`src/rtl/fetch_ctrl.sv`:
```
// Instruction fetch sequencer: issues one imem read at a time at the fetch PC,
// buffers {pc, inst} pairs for the decoder, and redirects on backend flushes
// or on decoder-predicted control flow.
//
// state   | meaning
// --------+------------------------------------------------------------------
// S_IDLE  | first cycle after reset, no request yet
// S_FETCH | read request pending at fetch_pc, a buffer slot is reserved for it
// S_HOLD  | buffer full, no request
// S_FLUSH | old request still in flight after a redirect; its data is dropped
module fetch_ctrl #(
    parameter logic [31:0] RESET_PC   = 32'h1eceb000,
    parameter int          FBUF_DEPTH = 4
) (
    input  logic                          clk,
    input  logic                          rst_n,
    output logic [31:0]                   o_imem_addr,
    output logic [3:0]                    o_imem_rmask,
    input  logic [31:0]                   i_imem_rdata,
    input  logic                          i_imem_resp,
    output logic                          o_dec_valid,
    output logic [31:0]                   o_dec_inst,
    output logic [31:0]                   o_dec_pc,
    input  logic [31:0]                   i_dec_pc_next,
    input  logic                          i_dec_ready,
    input  logic                          i_redirect_valid,
    input  logic [31:0]                   i_redirect_pc,
    output logic [$clog2(FBUF_DEPTH):0]   o_fbuf_count
);

    localparam int             PW   = $clog2(FBUF_DEPTH);
    localparam int             CW   = PW + 1;
    localparam logic [CW-1:0]  FULL = CW'(FBUF_DEPTH);

    typedef enum logic [1:0] {
        S_IDLE  = 2'd0,
        S_FETCH = 2'd1,
        S_HOLD  = 2'd2,
        S_FLUSH = 2'd3
    } state_t;

    state_t          r_state;
    state_t          w_state_nxt;
    logic [31:0]     r_fetch_pc;
    logic [31:0]     w_fetch_pc_nxt;
    logic [31:0]     r_imem_addr;
    logic [31:0]     w_imem_addr_nxt;
    logic [PW-1:0]   r_rd_ptr;
    logic [PW-1:0]   r_wr_ptr;
    logic [CW-1:0]   r_count;
    logic [CW-1:0]   w_count_after;
    logic [CW-1:0]   w_count_nxt;
    logic [31:0]     r_buf_pc   [FBUF_DEPTH];
    logic [31:0]     r_buf_inst [FBUF_DEPTH];

    logic            w_pending;
    logic            w_dec_valid;
    logic            w_pop;
    logic            w_dec_redir;
    logic            w_redir;
    logic [31:0]     w_target;
    logic            w_push;
    logic [31:0]     w_head_pc;

    assign w_head_pc   = r_buf_pc[r_rd_ptr];
    assign w_pending   = (r_state == S_FETCH) || (r_state == S_FLUSH);
    assign w_dec_valid = (r_count != '0);
    assign w_pop       = w_dec_valid & i_dec_ready;
    // The head is still popped on a decoder redirect; only younger entries are lost.
    assign w_dec_redir = w_pop & (i_dec_pc_next != (w_head_pc + 32'd4)) & ~i_redirect_valid;
    assign w_redir     = i_redirect_valid | w_dec_redir;
    assign w_target    = i_redirect_valid ? i_redirect_pc : i_dec_pc_next;
    // A response arriving on a redirect cycle belongs to the squashed path.
    assign w_push      = (r_state == S_FETCH) & i_imem_resp & ~w_redir;

    // Occupancy after this cycle's push/pop, ignoring redirect clearing.
    always_comb begin
        w_count_after = r_count;
        if (w_push) begin
            w_count_after = w_count_after + CW'(1);
        end
        if (w_pop) begin
            w_count_after = w_count_after - CW'(1);
        end
    end

    // Next-state, fetch PC and request address selection.
    always_comb begin
        w_state_nxt    = r_state;
        w_fetch_pc_nxt = r_fetch_pc;
        w_count_nxt    = w_redir ? '0 : w_count_after;

        if (w_redir) begin
            w_fetch_pc_nxt = w_target;
        end else if (w_push) begin
            w_fetch_pc_nxt = r_fetch_pc + 32'd4;
        end

        case (r_state)
            S_IDLE: begin
                w_state_nxt = S_FETCH;
            end
            S_FETCH: begin
                if (w_redir) begin
                    w_state_nxt = i_imem_resp ? S_FETCH : S_FLUSH;
                end else if (i_imem_resp && (w_count_after == FULL)) begin
                    w_state_nxt = S_HOLD;
                end
            end
            S_HOLD: begin
                if (w_redir || (w_count_after < FULL)) begin
                    w_state_nxt = S_FETCH;
                end
            end
            S_FLUSH: begin
                // A redirect here only retargets fetch_pc; the old request must still drain.
                if (i_imem_resp) begin
                    w_state_nxt = S_FETCH;
                end
            end
            default: begin
                w_state_nxt = S_IDLE;
            end
        endcase

        // The bus address stays on the in-flight request while it is being flushed.
        w_imem_addr_nxt = (w_state_nxt == S_FLUSH) ? r_imem_addr : w_fetch_pc_nxt;
    end

    // State, PC, address and occupancy registers.
    always_ff @(posedge clk or negedge rst_n) begin
        if (!rst_n) begin
            r_state     <= S_IDLE;
            r_fetch_pc  <= RESET_PC;
            r_imem_addr <= RESET_PC;
            r_count     <= '0;
        end else begin
            r_state     <= w_state_nxt;
            r_fetch_pc  <= w_fetch_pc_nxt;
            r_imem_addr <= w_imem_addr_nxt;
            r_count     <= w_count_nxt;
        end
    end

    // Buffer pointers; a redirect empties the buffer by rewinding both.
    always_ff @(posedge clk or negedge rst_n) begin
        if (!rst_n) begin
            r_rd_ptr <= '0;
            r_wr_ptr <= '0;
        end else if (w_redir) begin
            r_rd_ptr <= '0;
            r_wr_ptr <= '0;
        end else begin
            if (w_push) begin
                r_wr_ptr <= r_wr_ptr + PW'(1);
            end
            if (w_pop) begin
                r_rd_ptr <= r_rd_ptr + PW'(1);
            end
        end
    end

    // Buffer storage; contents are qualified by the count so no reset is needed.
    always_ff @(posedge clk) begin
        if (w_push) begin
            r_buf_pc[r_wr_ptr]   <= r_fetch_pc;
            r_buf_inst[r_wr_ptr] <= i_imem_rdata;
        end
    end

    assign o_imem_addr  = r_imem_addr;
    assign o_imem_rmask = w_pending ? 4'hf : 4'h0;
    assign o_dec_valid  = w_dec_valid;
    assign o_dec_pc     = w_head_pc;
    assign o_dec_inst   = r_buf_inst[r_rd_ptr];
    assign o_fbuf_count = r_count;

endmodule

```
`config.mk`:
```
export PLATFORM = sky130hd
export DESIGN_NAME = fetch_ctrl
export DESIGN_NICKNAME = d
export VERILOG_FILES = /design/src/rtl/fetch_ctrl.sv
export SDC_FILE = /design/constraint.sdc
export NUM_CORES = 1
export LEC_CHECK = 0
export CORE_MARGIN = 10
export CORE_UTILIZATION = 59
export DETAILED_ROUTE_END_ITERATION = 8
export PLACE_DENSITY = 0.9
export SLEW_MARGIN = 0
export SYNTH_ARGS = -nofsm -noshare
export SYNTH_HDL_FRONTEND = slang
export SYNTH_SLANG_ARGS = --single-unit
```
`constraint.sdc`:
```
create_clock -name clk -period 12.92 [get_ports clk]
set_input_delay 2.584 -clock clk [delete_from_list [all_inputs] [get_ports clk]]
set_output_delay 2.584 -clock clk [all_outputs]
set_load 0.03 [all_outputs]
```
==> flow_summary.yaml <==
global_route:
  grt_busiest_layer: "met2"
  grt_use_met3: 0.0533
  grt_start_max_net_pins: 74
  grt_use_met2: 0.384
  antenna_found_initial: 3
  grt_overflow: 0
  use_met1: 0.317
  grt_pass1_vias: 9947
  grt_pass1_wl_mm: 59.1
  grt_util_all_layers: 0.243
drt:
  postRouteAntennaNets: 0
  routedWlPerCell_um: 26.1
  drc_errors: 0
  first_pass_iters: 7
  vias: 9555
  drt-total-wl_mm: 38.9
  routed_via_density: 6.40
  drt_iter0_drc: 1276
setup_path:
  endpoint_kind: "flop"
  crit_arrival_ns: 7.14
  crit_slowest_cell: "or4b_2"
  reg2reg_slack_ns: 6.30
  path_max_fanout: 48
  crit_buf_inv: 1
  critPathKind: "input port to flop"
  worstPathRequired_ns: 13.36
  crit_family: "simple AND/OR/NAND/NOR gates"
  path_cells: "clkdlybuf4s50_1, xnor2_1, or4b_2, o221ai_1, a221oi_2, nand4b_1, and2_4, nor2_1, mux2i_1, ha_1, nand2_1, xor2_1, xnor2_1, nand3_1, a31oi_1, o21ai_0, a211o_1, nand2_1"
  max_stage_delay_ns: 0.68
  start_kind: "input port"
die:
  num_rows: 57
  floorplan.initialDensity: 0.605
  die_h_um: 179
  dieWidth_um: 179
  core-area_mm2: 0.0245
  io_pins: 205
  dieArea_mm2: 0.0319
sta:
  clock_skew_ns: 0.0189
  setup_violations: 0
  slew_violations: 0
  rsz0062_at_grt: "false"
  min_period_ns: 6.70
  tightest_slew_ns: 1.11
  setup_tns_ns: 0
  fin_crit_sh: 0.519
  relSlewSlack: 0.258
  layout_setup_ws_ns: 6.22
  finalHoldViolCount: 0
  fmax_ghz: 0.149
  holdWs_ns: 0.524
clock_network:
  cts_made_buffers: 34
  post_cts_buffers: 0
  cts_tree: "built"
  path_clk_slew_ns: 0.06
  postCtsHoldBufs: 0
  cts_buffer_depth: 3
  cts_resized: 0
  root_buffer: "clkbuf_16"
  clock_latency_ns: 0.51
  clock_sinks: 329
  htree_levels: 2
power:
  power_mw: 3.42
  peakVddDrop_mv: 0.116
  power_density_mw_per_mm2: 188
  power.leakage_nw: 6.18
placed_design:
  dp_cells: 1428
  place_ws_ns: 5.83
  gp_congestion: 0.922
  hpwl_mm: 25.2
  port_buffers: 204
synthesis:
  synthAdderAreaFrac: 0.00759
  ys_warn_count: 0
  syn_nets: 1053
  synth_ff_type: "edfxtp_1"
  synth.most_common_cell: "edfxtp_1"
  ys_types: 67
  synth_compound_area_frac: 0.0432
  synthXorXnorAreaFrac: 0.0407
  netlist_instances: 943
  ys_async_sr_fraction: 0.222
  synth_edf_count: 256
  ys_seq_area_frac: 0.643
  avgSynthCellArea_um2: 15.7
  yosys-top-cells-area: "edfxtp_1 (52%), mux4_2 (9.7%), dfrtp_1 (8.3%)"
  synth_area_mm2: 0.0148
  synth_mux_area_frac: 0.145
  synth_top_cells_by_count: "edfxtp_1 (256), mux2i_1 (67), mux4_2 (64)"
  ys_ff_latch: 329
  synth_top_family_by_area: "multiplexers"
  synthSimpleGateAreaFrac: 0.0957
  yosysTopAreaCell: "edfxtp_1"
  synth.top_cell.area_share: 0.518
finish:
  seq_area_mm2: 0.00955
  area_delta_synth_final_pct: 22.4
  filler_cell_count: 1489
  multi_input_area_mm2: 0.00494
  drive_above_1_share: 0.162
  nets: 1250
  final_cells: 1492
worst_hold_path:
  hold_class: "flop to flop"
run:
  maxCapViolCount: 0
run_status:
  status: "finished, final reports clean"
[flip-flops by register name, indices dropped and copies added, names as in the netlist]
name / cells
o_imem_addr: 32
r_fetch_pc: 32
r_wr_ptr: 2
r_state: 2
r_buf_pc: 128
r_rd_ptr: 2
r_buf_inst: 128
o_fbuf_count: 3
[through the flow]
| stage | instance area, µm² | utilization |
|---|---|---|
| 3_5_place_dp | 17000 | 0.695 |
| 3_3_place_gp | 17000 | 0.695 |
| 4_1_cts | 18200 | 0.740 |
| 5_1_grt | 18200 | 0.741 |
| 6_report | 18200 | 0.741 |
| 2_1_floorplan | 14800 | - |
[layout by cell type (no fill, tap or decap), types with 27 or more instances in the layout]
cell type and instances:
nor2_1 47, mux4_2 64, xor2_1 31, nand2_1 61, clkbuf_16 35, clkdlybuf4s50_1 202
xnor2_1 38, mux2i_1 67, edfxtp_1 256, dfrtp_1 47, nor3_1 27, nand3_1 33
[power by group]
part,internal (mW),total (mW),switching (mW)
clock,0.590,0.990,0.400
sequential,1.36,1.50,0.143
combinational,0.378,0.926,0.548
total,2.33,3.42,1.09
[cells by family after synthesis]
kind of cell,count (synthesis)
flip-flops,329
AND/OR/NAND/NOR,265
multiplexers,135
AO/OA/AOI/OAI,75
XOR/XNOR,69
buffers and inverters,61
adder cells (fa/ha/maj),9
[final cells by class]
type,instances,share of cell area
flip-flops and latches,329,0.526
repair buffers,214,0.116
well taps,324,0.0223
inverters,8,0.00165
multi-input cells,553,0.272
clock buffers,43,0.0510
diodes,3,0.000413
clock inverters,18,0.0109
[worst paths after layout]
kind	start	endpoint	depth (start not counted)
worst max-delay path	i_dec_pc_next[18]	r_state[1]$_DFF_PN0_	18
worst min-delay path	o_imem_addr[31]$_DFFE_PN0P_	o_imem_addr[31]$_DFFE_PN0P_	1
worst max register to register	r_rd_ptr[0]$_DFFE_PN0P_	r_state[1]$_DFF_PN0_	20
worst min register to register	o_imem_addr[31]$_DFFE_PN0P_	o_imem_addr[31]$_DFFE_PN0P_	1
max in group asynchronous	rst_n	r_rd_ptr[0]$_DFFE_PN0P_	1
min in group asynchronous	rst_n	o_imem_addr[29]$_DFFE_PN0P_	1
[layer usage]
layer,up-vias,share of wire
li1,4095,-
met4,0,0.039
met1,4849,0.39
met2,513,0.49
met3,98,0.087
met5,-,0
Power figures use the tool's default switching activity.
